File: config.mk
export PLATFORM = sky130hd
export DESIGN_NAME = sram_rw_arbiter_flat
export DESIGN_NICKNAME = d
export VERILOG_FILES = /design/src/rtl/sram_arb_pkg.sv /design/src/rtl/sram_rw_arbiter_if.sv /design/src/rtl/sram_rw_arbiter_rr_arb2.sv /design/src/rtl/sram_rw_arbiter.sv /design/src/flat_wrapper.sv
export SDC_FILE = /design/constraint.sdc
export NUM_CORES = 1
export LEC_CHECK = 0
export CAP_MARGIN = 20
export CORE_MARGIN = 4
export CORE_UTILIZATION = 25
export CTS_CLUSTER_SIZE = 24
export DETAILED_ROUTE_END_ITERATION = 6
export HOLD_SLACK_MARGIN = 0.1
export PLACE_DENSITY = 0.82
export SYNTH_ARGS = -nofsm -noshare
export SYNTH_HDL_FRONTEND = slang
export SYNTH_SLANG_ARGS = --single-unit
File: constraint.sdc
create_clock -name RW0_clk -period 1.3 [get_ports RW0_clk]
set_clock_uncertainty 0.1 [all_clocks]
set_input_delay 0.13 -clock RW0_clk [delete_from_list [all_inputs] [get_ports RW0_clk]]
set_output_delay 0.13 -clock RW0_clk [all_outputs]
set_load 0.01 [all_outputs]
File: src/rtl/sram_arb_pkg.sv
// Shared types and default widths for the two-port SRAM read/write arbiter.
// The optional power-up zero-fill is enabled by defining SRAM_ARB_INIT_EN.
package sram_arb_pkg;

  localparam int ADDR_W_DEFAULT = 10;
  localparam int DATA_W_DEFAULT = 32;

  typedef enum logic {
    ST_INIT = 1'b0,
    ST_RUN  = 1'b1
  } arb_state_e;

endpackage

File: src/rtl/sram_rw_arbiter_if.sv
// Client-side bus of the arbiter: two request ports and their read responses.
// master = requesting client, slave = arbiter.
interface sram_rw_arbiter_if #(
  parameter int ADDR_W = sram_arb_pkg::ADDR_W_DEFAULT,
  parameter int DATA_W = sram_arb_pkg::DATA_W_DEFAULT
) ();

  logic                req0_valid;
  logic                req0_ready;
  logic                req0_write;
  logic [ADDR_W-1:0]   req0_addr;
  logic [DATA_W/8-1:0] req0_wmask;
  logic [DATA_W-1:0]   req0_wdata;
  logic                resp0_valid;
  logic [DATA_W-1:0]   resp0_rdata;

  logic                req1_valid;
  logic                req1_ready;
  logic                req1_write;
  logic [ADDR_W-1:0]   req1_addr;
  logic [DATA_W/8-1:0] req1_wmask;
  logic [DATA_W-1:0]   req1_wdata;
  logic                resp1_valid;
  logic [DATA_W-1:0]   resp1_rdata;

  modport master (
    output req0_valid, req0_write, req0_addr, req0_wmask, req0_wdata,
    output req1_valid, req1_write, req1_addr, req1_wmask, req1_wdata,
    input  req0_ready, resp0_valid, resp0_rdata,
    input  req1_ready, resp1_valid, resp1_rdata
  );

  modport slave (
    input  req0_valid, req0_write, req0_addr, req0_wmask, req0_wdata,
    input  req1_valid, req1_write, req1_addr, req1_wmask, req1_wdata,
    output req0_ready, resp0_valid, resp0_rdata,
    output req1_ready, resp1_valid, resp1_rdata
  );

endinterface

File: src/rtl/sram_rw_arbiter_rr_arb2.sv
// Two-way round-robin picker: one-hot grant, pointer moves only when a grant is issued.
module rr_arb2 (
  input  logic       RW0_clk,
  input  logic       rst,
  input  logic       en,
  input  logic [1:0] req,
  output logic [1:0] gnt
);

  logic last_q;  // port granted most recently

  always_comb begin
    gnt = 2'b00;
    if (en) begin
      unique case (req)
        2'b01:   gnt = 2'b01;
        2'b10:   gnt = 2'b10;
        2'b11:   gnt = last_q ? 2'b01 : 2'b10;
        default: gnt = 2'b00;
      endcase
    end
  end

  // NOTE: state registers use non-blocking assignment so every flop samples pre-edge values.
  always_ff @(posedge RW0_clk or posedge rst) begin
    if (rst) begin
      last_q <= 1'b1;
    end else if (|gnt) begin
      last_q <= gnt[1];
    end
  end

endmodule

File: src/rtl/sram_rw_arbiter.sv
// Arbitrates two request ports onto a single-port (RW0) SRAM macro.
// Define SRAM_ARB_INIT_EN to zero-fill the whole macro after reset before serving requests.
module sram_rw_arbiter
  import sram_arb_pkg::*;
#(
  parameter int ADDR_W    = ADDR_W_DEFAULT,
  parameter int DATA_W    = DATA_W_DEFAULT,
  parameter int NUM_WORDS = 1 << ADDR_W
) (
  input  logic                RW0_clk,
  input  logic                rst,
  sram_rw_arbiter_if.slave    bus,
  output logic                sram_en,
  output logic                sram_wmode,
  output logic [ADDR_W-1:0]   sram_addr,
  output logic [DATA_W/8-1:0] sram_wmask,
  output logic [DATA_W-1:0]   sram_wdata,
  input  logic [DATA_W-1:0]   sram_rdata
);

  localparam int MASK_W = DATA_W / 8;

  if (NUM_WORDS != (1 << ADDR_W)) begin : g_bad_depth
    $error("NUM_WORDS must equal 2**ADDR_W");
  end
  if ((DATA_W % 8) != 0) begin : g_bad_width
    $error("DATA_W must be a multiple of 8");
  end

  arb_state_e state_q;
  logic       run;
  logic [1:0] gnt;
  logic [1:0] resp_v_q;

`ifdef SRAM_ARB_INIT_EN
  arb_state_e        state_d;
  logic [ADDR_W-1:0] init_cnt_q;
  logic              init_active;

  always_ff @(posedge RW0_clk or posedge rst) begin
    if (rst) begin
      state_q <= ST_INIT;
    end else begin
      state_q <= state_d;
    end
  end

  always_comb begin
    state_d = state_q;
    if (state_q == ST_INIT && init_cnt_q == ADDR_W'(NUM_WORDS - 1)) begin
      state_d = ST_RUN;
    end
  end

  always_ff @(posedge RW0_clk or posedge rst) begin
    if (rst) begin
      init_cnt_q <= '0;
    end else if (state_q == ST_INIT) begin
      init_cnt_q <= init_cnt_q + 1'b1;
    end
  end

  assign init_active = (state_q == ST_INIT) && !rst;
`else
  assign state_q = ST_RUN;
`endif

  // Outputs stay quiet for the whole time reset is held, not just after its first edge.
  assign run = (state_q == ST_RUN) && !rst;

  rr_arb2 u_rr_arb2 (
    .RW0_clk (RW0_clk),
    .rst     (rst),
    .en      (run),
    .req     ({bus.req1_valid, bus.req0_valid}),
    .gnt     (gnt)
  );

  assign bus.req0_ready = gnt[0];
  assign bus.req1_ready = gnt[1];

  // NOTE: every output gets a default before any branch, so no path can infer a latch.
  always_comb begin
    sram_en    = 1'b0;
    sram_wmode = 1'b0;
    sram_addr  = '0;
    sram_wmask = '0;
    sram_wdata = '0;
    if (gnt[0]) begin
      sram_en    = 1'b1;
      sram_wmode = bus.req0_write;
      sram_addr  = bus.req0_addr;
      sram_wmask = bus.req0_wmask;
      sram_wdata = bus.req0_wdata;
    end else if (gnt[1]) begin
      sram_en    = 1'b1;
      sram_wmode = bus.req1_write;
      sram_addr  = bus.req1_addr;
      sram_wmask = bus.req1_wmask;
      sram_wdata = bus.req1_wdata;
    end
`ifdef SRAM_ARB_INIT_EN
    if (init_active) begin
      sram_en    = 1'b1;
      sram_wmode = 1'b1;
      sram_addr  = init_cnt_q;
      sram_wmask = {MASK_W{1'b1}};
      sram_wdata = '0;
    end
`endif
  end

  // The macro returns read data one cycle after the access, so only the valid flag is registered.
  always_ff @(posedge RW0_clk or posedge rst) begin
    if (rst) begin
      resp_v_q <= 2'b00;
    end else begin
      resp_v_q[0] <= gnt[0] & ~bus.req0_write;
      resp_v_q[1] <= gnt[1] & ~bus.req1_write;
    end
  end

  assign bus.resp0_valid = resp_v_q[0];
  assign bus.resp1_valid = resp_v_q[1];
  assign bus.resp0_rdata = sram_rdata;
  assign bus.resp1_rdata = sram_rdata;

endmodule

File: src/flat_wrapper.sv
// flat-port wrapper written by rule: the top's interface ports become plain ports
module sram_rw_arbiter_flat import sram_arb_pkg::*;
#(
  parameter int ADDR_W    = ADDR_W_DEFAULT,
  parameter int DATA_W    = DATA_W_DEFAULT,
  parameter int NUM_WORDS = 1 << ADDR_W
)
  (RW0_clk, rst, sram_en, sram_wmode, sram_addr, sram_wmask, sram_wdata, sram_rdata, bus_req0_valid, bus_req0_write, bus_req0_addr, bus_req0_wmask, bus_req0_wdata, bus_req1_valid, bus_req1_write, bus_req1_addr, bus_req1_wmask, bus_req1_wdata, bus_req0_ready, bus_resp0_valid, bus_resp0_rdata, bus_req1_ready, bus_resp1_valid, bus_resp1_rdata);
  sram_rw_arbiter_if #(.ADDR_W(ADDR_W), .DATA_W(DATA_W)) bus_i ();
  input  logic RW0_clk;
  input  logic rst;
  output logic sram_en;
  output logic sram_wmode;
  output logic [ADDR_W-1:0] sram_addr;
  output logic [DATA_W/8-1:0] sram_wmask;
  output logic [DATA_W-1:0] sram_wdata;
  input  logic [DATA_W-1:0] sram_rdata;
  input wire logic [$bits(bus_i.req0_valid)-1:0] bus_req0_valid;
  input wire logic [$bits(bus_i.req0_write)-1:0] bus_req0_write;
  input wire logic [$bits(bus_i.req0_addr)-1:0] bus_req0_addr;
  input wire logic [$bits(bus_i.req0_wmask)-1:0] bus_req0_wmask;
  input wire logic [$bits(bus_i.req0_wdata)-1:0] bus_req0_wdata;
  input wire logic [$bits(bus_i.req1_valid)-1:0] bus_req1_valid;
  input wire logic [$bits(bus_i.req1_write)-1:0] bus_req1_write;
  input wire logic [$bits(bus_i.req1_addr)-1:0] bus_req1_addr;
  input wire logic [$bits(bus_i.req1_wmask)-1:0] bus_req1_wmask;
  input wire logic [$bits(bus_i.req1_wdata)-1:0] bus_req1_wdata;
  output wire logic [$bits(bus_i.req0_ready)-1:0] bus_req0_ready;
  output wire logic [$bits(bus_i.resp0_valid)-1:0] bus_resp0_valid;
  output wire logic [$bits(bus_i.resp0_rdata)-1:0] bus_resp0_rdata;
  output wire logic [$bits(bus_i.req1_ready)-1:0] bus_req1_ready;
  output wire logic [$bits(bus_i.resp1_valid)-1:0] bus_resp1_valid;
  output wire logic [$bits(bus_i.resp1_rdata)-1:0] bus_resp1_rdata;
  assign bus_i.req0_valid = bus_req0_valid;
  assign bus_i.req0_write = bus_req0_write;
  assign bus_i.req0_addr = bus_req0_addr;
  assign bus_i.req0_wmask = bus_req0_wmask;
  assign bus_i.req0_wdata = bus_req0_wdata;
  assign bus_i.req1_valid = bus_req1_valid;
  assign bus_i.req1_write = bus_req1_write;
  assign bus_i.req1_addr = bus_req1_addr;
  assign bus_i.req1_wmask = bus_req1_wmask;
  assign bus_i.req1_wdata = bus_req1_wdata;
  assign bus_req0_ready = bus_i.req0_ready;
  assign bus_resp0_valid = bus_i.resp0_valid;
  assign bus_resp0_rdata = bus_i.resp0_rdata;
  assign bus_req1_ready = bus_i.req1_ready;
  assign bus_resp1_valid = bus_i.resp1_valid;
  assign bus_resp1_rdata = bus_i.resp1_rdata;
  sram_rw_arbiter #(.ADDR_W(ADDR_W), .DATA_W(DATA_W), .NUM_WORDS(NUM_WORDS)) u_core (.RW0_clk(RW0_clk), .rst(rst), .bus(bus_i), .sram_en(sram_en), .sram_wmode(sram_wmode), .sram_addr(sram_addr), .sram_wmask(sram_wmask), .sram_wdata(sram_wdata), .sram_rdata(sram_rdata));
endmodule
### Word-level counts from Yosys, hierarchy flattened

Cells that the tools add are included.

| storage, ports and cells | value |
|---|---|
| output and inout bits | 116 |
| input port bits | 130 |
| register bits | 3 |

| operators by class | value |
|---|---|
| eq/ne operators | 3 |
| bitwise operators | 4 |
| muxes and demuxes | 13 |
| reductions and logical operators | 1 |

Operators with widths:

| kind | count |
|---|---|
| 2-to-1 mux 32 bit | 2 |
| 2-to-1 mux 10 bit | 2 |
| 2-to-1 mux 4 bit | 2 |
| one-hot mux 2 bit (3 select lines) | 1 |
| == test 2 bit, second input constant | 2 |
| 2-to-1 mux 1 bit | 4 |
| 2-to-1 mux 2 bit | 2 |
| bitwise AND 1 bit | 2 |
| == test 2 x 1 -> 1 bit, second input constant | 1 |
| inverter 1 bit | 2 |
| OR reduction 2 bit | 1 |

### Longest topological paths before layout

| depth | value |
|---|---|
| depth after elaboration | 5 |
| depth in mapped cells | 5 |
| mapped depth without buffers | 2 |

### Hierarchy

A second synthesis with hierarchy kept.

| second synthesis, totals | value |
|---|---|
| cells, all modules | 142 |
| area, all modules | 1156.1 um^2 |

By module, submodules not included:

| module | instances | area an instance (um^2) | cells each |
|---|---|---|---|
| sram_rw_arbiter | 1 | 1089.8 | 133 |
| rr_arb2 | 1 | 66.3 | 9 |

### Worst setup path before layout

Ideal clock, no wire load.

| timing | value |
|---|---|
| kind | register -> output |
| start | register u_core.u_rr_arb2.last_q |
| end | output port sram_wdata[0] |
| arrival time | 1215 ps |
| slack | -145 ps |
| stages on the path, launching flop included | 5 |
| path buffers | 2 |
| cell sequence | dfstp_2 nor2b_1 buf_6 buf_6 o32ai_1 |

| between the ends | value |
|---|---|
| word-level cells in the longest chain between the ends | 5 |

Ends and longest elaborated chain:

| item | line | RTL |
|---|---|---|
| from (decl) | sram_rw_arbiter_rr_arb2.sv:10 | `logic last_q;` |
| from (signal assigned) | sram_rw_arbiter_rr_arb2.sv:29 | `last_q <= gnt[1];` |
| 2-to-1 mux 2 bit (*) | sram_rw_arbiter_rr_arb2.sv:18 | `2'b11: gnt = last_q ? 2'b01 : 2'b10;` |
| one-hot mux 2 bit (3 select lines) (*) | sram_rw_arbiter_rr_arb2.sv:15 | `unique case (req)` |
| 2-to-1 mux 2 bit (*) | sram_rw_arbiter_rr_arb2.sv:14 | `if (en) begin` |
| 2-to-1 mux 32 bit | sram_rw_arbiter.sv:95 | `end else if (gnt[1]) begin` |
| 2-to-1 mux 32 bit (*) | sram_rw_arbiter.sv:89 | `if (gnt[0]) begin` |
| to (decl) | flat_wrapper.sv:16 | `output logic [DATA_W-1:0] sram_wdata;` |

Mark *: on every way between the ends. The rest lies on a longest branch, timed or not.

### Final worst setup path

| timing | value |
|---|---|
| start | register u_core.u_rr_arb2.last_q |
| end | output port sram_wdata[28] |

The elaborated chain is that of the path after synthesis.

==> results <==
-- through the flow --
step	setup TNS, ps	hold slack, ps	area, sq um	util	setup slack, ps
finish	-23430	160.0	4129	0.4975	-523.1
global route	-26050	160.0	4129	0.4975	-582.7
CTS	-23950	160.1	4145	0.4995	-539.2
detailed placement	-40380	160.1	3939	0.4746	-836.1
global placement	-39140	160.1	3939	0.4746	-807.6
floorplan	-1517	100.8	2745	-	-34.72
-- how the worst max path moves through the flow --
stage,endpoint,cells past startpoint,slack (ps),startpoint
2_1_floorplan,sram_wdata[0],4,-30,u_core.u_rr_arb2.last_q
3_3_place_gp,sram_wdata[1],5,-810,bus_req0_valid
3_5_place_dp,sram_wdata[1],5,-840,bus_req0_valid
4_1_cts,sram_wdata[11],6,-540,u_core.u_rr_arb2.last_q
5_1_grt,sram_wdata[26],6,-580,u_core.u_rr_arb2.last_q
6_report,sram_wdata[28],6,-520,u_core.u_rr_arb2.last_q
-- kinds of logic after synthesis --
logic type,count (synthesis),synth area share
compound gates,49,0.3537
buf+inv,93,0.3200
flops,3,0.03549
simple gates,102,0.2909
-- cells in the final DEF (no fill, tap or decap), drive strengths merged --
| master | n |
|---|---|
| buf | 84 |
| clkbuf | 4 |
| nor2b | 1 |
| clkdlybuf4s50 | 94 |
| nand2b | 95 |
| clkdlybuf4s15 | 1 |
| dfstp | 1 |
| inv | 2 |
| o32ai | 47 |
| dlygate4sd2 | 4 |
| a22o | 1 |
| dfrtp | 2 |
| a21bo | 1 |
| nor3 | 2 |
| dlygate4sd3 | 1 |
| nor2 | 4 |
-- worst reg2reg max path: cells and delay by family, from the launching register on --
kind,cells,cell delay (ps)
buffers and inverters,3,400
flip-flops,1,560
AO/OA/AOI/OAI,1,200
AND/OR/NAND/NOR,1,50
-- area by class of cell --
cell class                 instances  area [sq um]
sequential                         3         76.32
clock buffer                       4         45.04
fill                             756          4170
timing repair buffer             184          1897
tap                              105         131.4
inverter                           2         10.01
multi-input combinational        151          1969
-- metal layers --
metal,up-vias,global-route usage,part of all wire
met3,23,0.02491,0.068
met4,0,0.04560,0.018
li1,1010,-,-
met5,-,0,0
met1,980,0.1583,0.36
met2,88,0.2906,0.56
-- sequential cells by signal, summed over array words and instances (netlist names) --
register	count
u_core.resp_v_q	2
u_core.u_rr_arb2.last_q	1
-- power groups by stage --
stage | Sequential (mW) | Clock, mW | Combinational (mW)
finish | 0.117 | 0.272 | 1.88
global route | 0.118 | 0.287 | 1.98
floorplan | 0.115 | 0 | 1.19
CTS | 0.116 | 0.276 | 1.93
global placement | 0.120 | 0 | 1.68
detailed placement | 0.120 | 0 | 1.72
-- repair_timing --
item,in CTS,in global routing
resized for setup,217,5
hold endpoints to repair,2,0
pin swaps,2,2
hold buffers,1,0
buffers inserted,11,2
cloned,7,0
endpoints found under the setup margin,53,52
==> run_results.csv <==
group,metric,value,unit
logic_synthesis,yosys_warnings,0,
power,ir_worst_vdd,504.3,uV
floorplan,die_h,100.8,microns
worst_hold_path,hp-start,"sram_rdata[11]",
sta,hold_violations,0,
power,p_int,1.390,mW
clock_tree,cts_max_level,1,
logic_synthesis,yosys.area.top_type,"o32ai_2",
detailed_routing,firstDrtPassIters,4,
critical_path,crit_chain,"buf_6 > nor2b_4 > buf_12 > buf_12 > o32ai_4 > buf_2",
flow_run,drv_cap,0,
critical_path,worstPathMaxFanout,7,
critical_path,crit_family,"buffers and inverters",
finish,finalNonFillerCells,449,
global_routing,grt_pass1_vias,2352,
clock_tree,path_clk_slew,30,ps
sta,fin_crit_sh,1.402,
outcome,outcome,"complete, but fails checks",
sta,max_freq,548.5,MHz
power,swShare,0.3861,
critical_path,required,1070,ps
critical_path,r2r-start,"u_core.u_rr_arb2.last_q",
clock_tree,cts.sinks,3,
logic_synthesis,synthesis.area,0.002151,sq mm
critical_path,cpMostUsedCell,"buf_12",
logic_synthesis,yosysSeqAreaShare,0.03549,
floorplan,start_util,0.2592,
global_routing,grt_overflow,0,
finish,diodes,0,
worst_hold_path,hold_depth,0,
power,p_leak,1.443,nW
clock_tree,clk_latency,210,ps
floorplan,die_w,100.8,microns
logic_synthesis,avgSynthCellArea,8.708,sq um
sta,setup_violations,51,
logic_synthesis,async_reset_ff_frac,1.000,
critical_path,critical_path_class,"flip-flop to output pin",
detailed_routing,via_count,2101,
clock_tree,cts_buffer_depth,2,
critical_path,startpoint_type,"flip-flop",
worst_hold_path,hp-class,"input pin to output pin",
detailed_routing,via_per_inst,4.679,
logic_synthesis,synth_edf_count,0,
detailed_routing,finalWirelength,7979,microns
power,power_frac_seq,0.052,
clock_tree,cts_root_buffer,"clkbuf_8",
critical_path,slowest_delay,560,ps
clock_tree,cts_buffers,3,
logic_synthesis,ys_ff_latch,3,
critical_path,arrival,1590,ps
place,portBuffers,149,
place,dp.cells,426,
critical_path,reg2reg_slack,-80,ps
worst_hold_path,worstHoldEndpoint,"bus_resp1_rdata[11]",
logic_synthesis,synth_cells,247,
floorplan,coreArea,0.008299,sq mm
detailed_routing,drt_iter0_drc,35,
power,total_power,2.265,mW
place,hpwl,5853,microns
finish,areaGrowthSynthToFinish,91.97,%
outcome,violations,"setup timing",
global_routing,grt_max_degree,51,
critical_path,cp_num_buf_inv,4,
critical_path,cp-end-kind,"output pin",
floorplan,std_cell_rows,33,
power,power.density,548.5,mW/mm^2
global_routing,antenna_found_initial,0,
sta,rsz0062_at_grt,"yes",
detailed_routing,wire_per_inst,17.77,microns
sta,worst_slew_margin_rel,0.8026,
logic_synthesis,synth_common_cells,"95 x nand2b_1, 69 x buf_4, 44 x o32ai_2, 10 x buf_6, 8 x clkbuf_1",
global_routing,grt_usage,0.1481,
logic_synthesis,syn-num-nets,377,
power,p_switching,0.8743,mW
sta,finalWorstSetupSlack,-523.1,ps
global_routing,grt_pass1_wl,12010,microns
sta,final_max_slew_viol_count,0,
detailed_routing,antenna_left,0,
finish,final_nets,475,
logic_synthesis,ys_types,16,
critical_path,r2r_cells,5,
logic_synthesis,netlist_top_cells_area,"o32ai_2 33%, nand2b_1 28%, buf_4 24%",
sta,fin_crit,1823,ps
floorplan,design.die.area,0.01015,sq mm
logic_synthesis,synthFlopType,"dfrtp_1",
logic_synthesis,yosysMostFrequentCell,"nand2b_1",
finish,drive_gt1_frac,0.4128,
logic_synthesis,yosysTopAreaCellShare,0.3328,
critical_path,r2r-end,"u_core.u_rr_arb2.last_q",
clock_tree,cts_tree,"yes",
power,p_comb_frac,0.828,
floorplan,io_pins,246,
power,p_clk_frac,0.120,
place,place.gp.congestion,0.7057,
critical_path,crit_slowest_cell,"dfstp_2",
detailed_routing,drc,0,
sta,worst_slew_pin_slew,296.0,ps
Note: power is estimated with default switching activity, not from simulation.
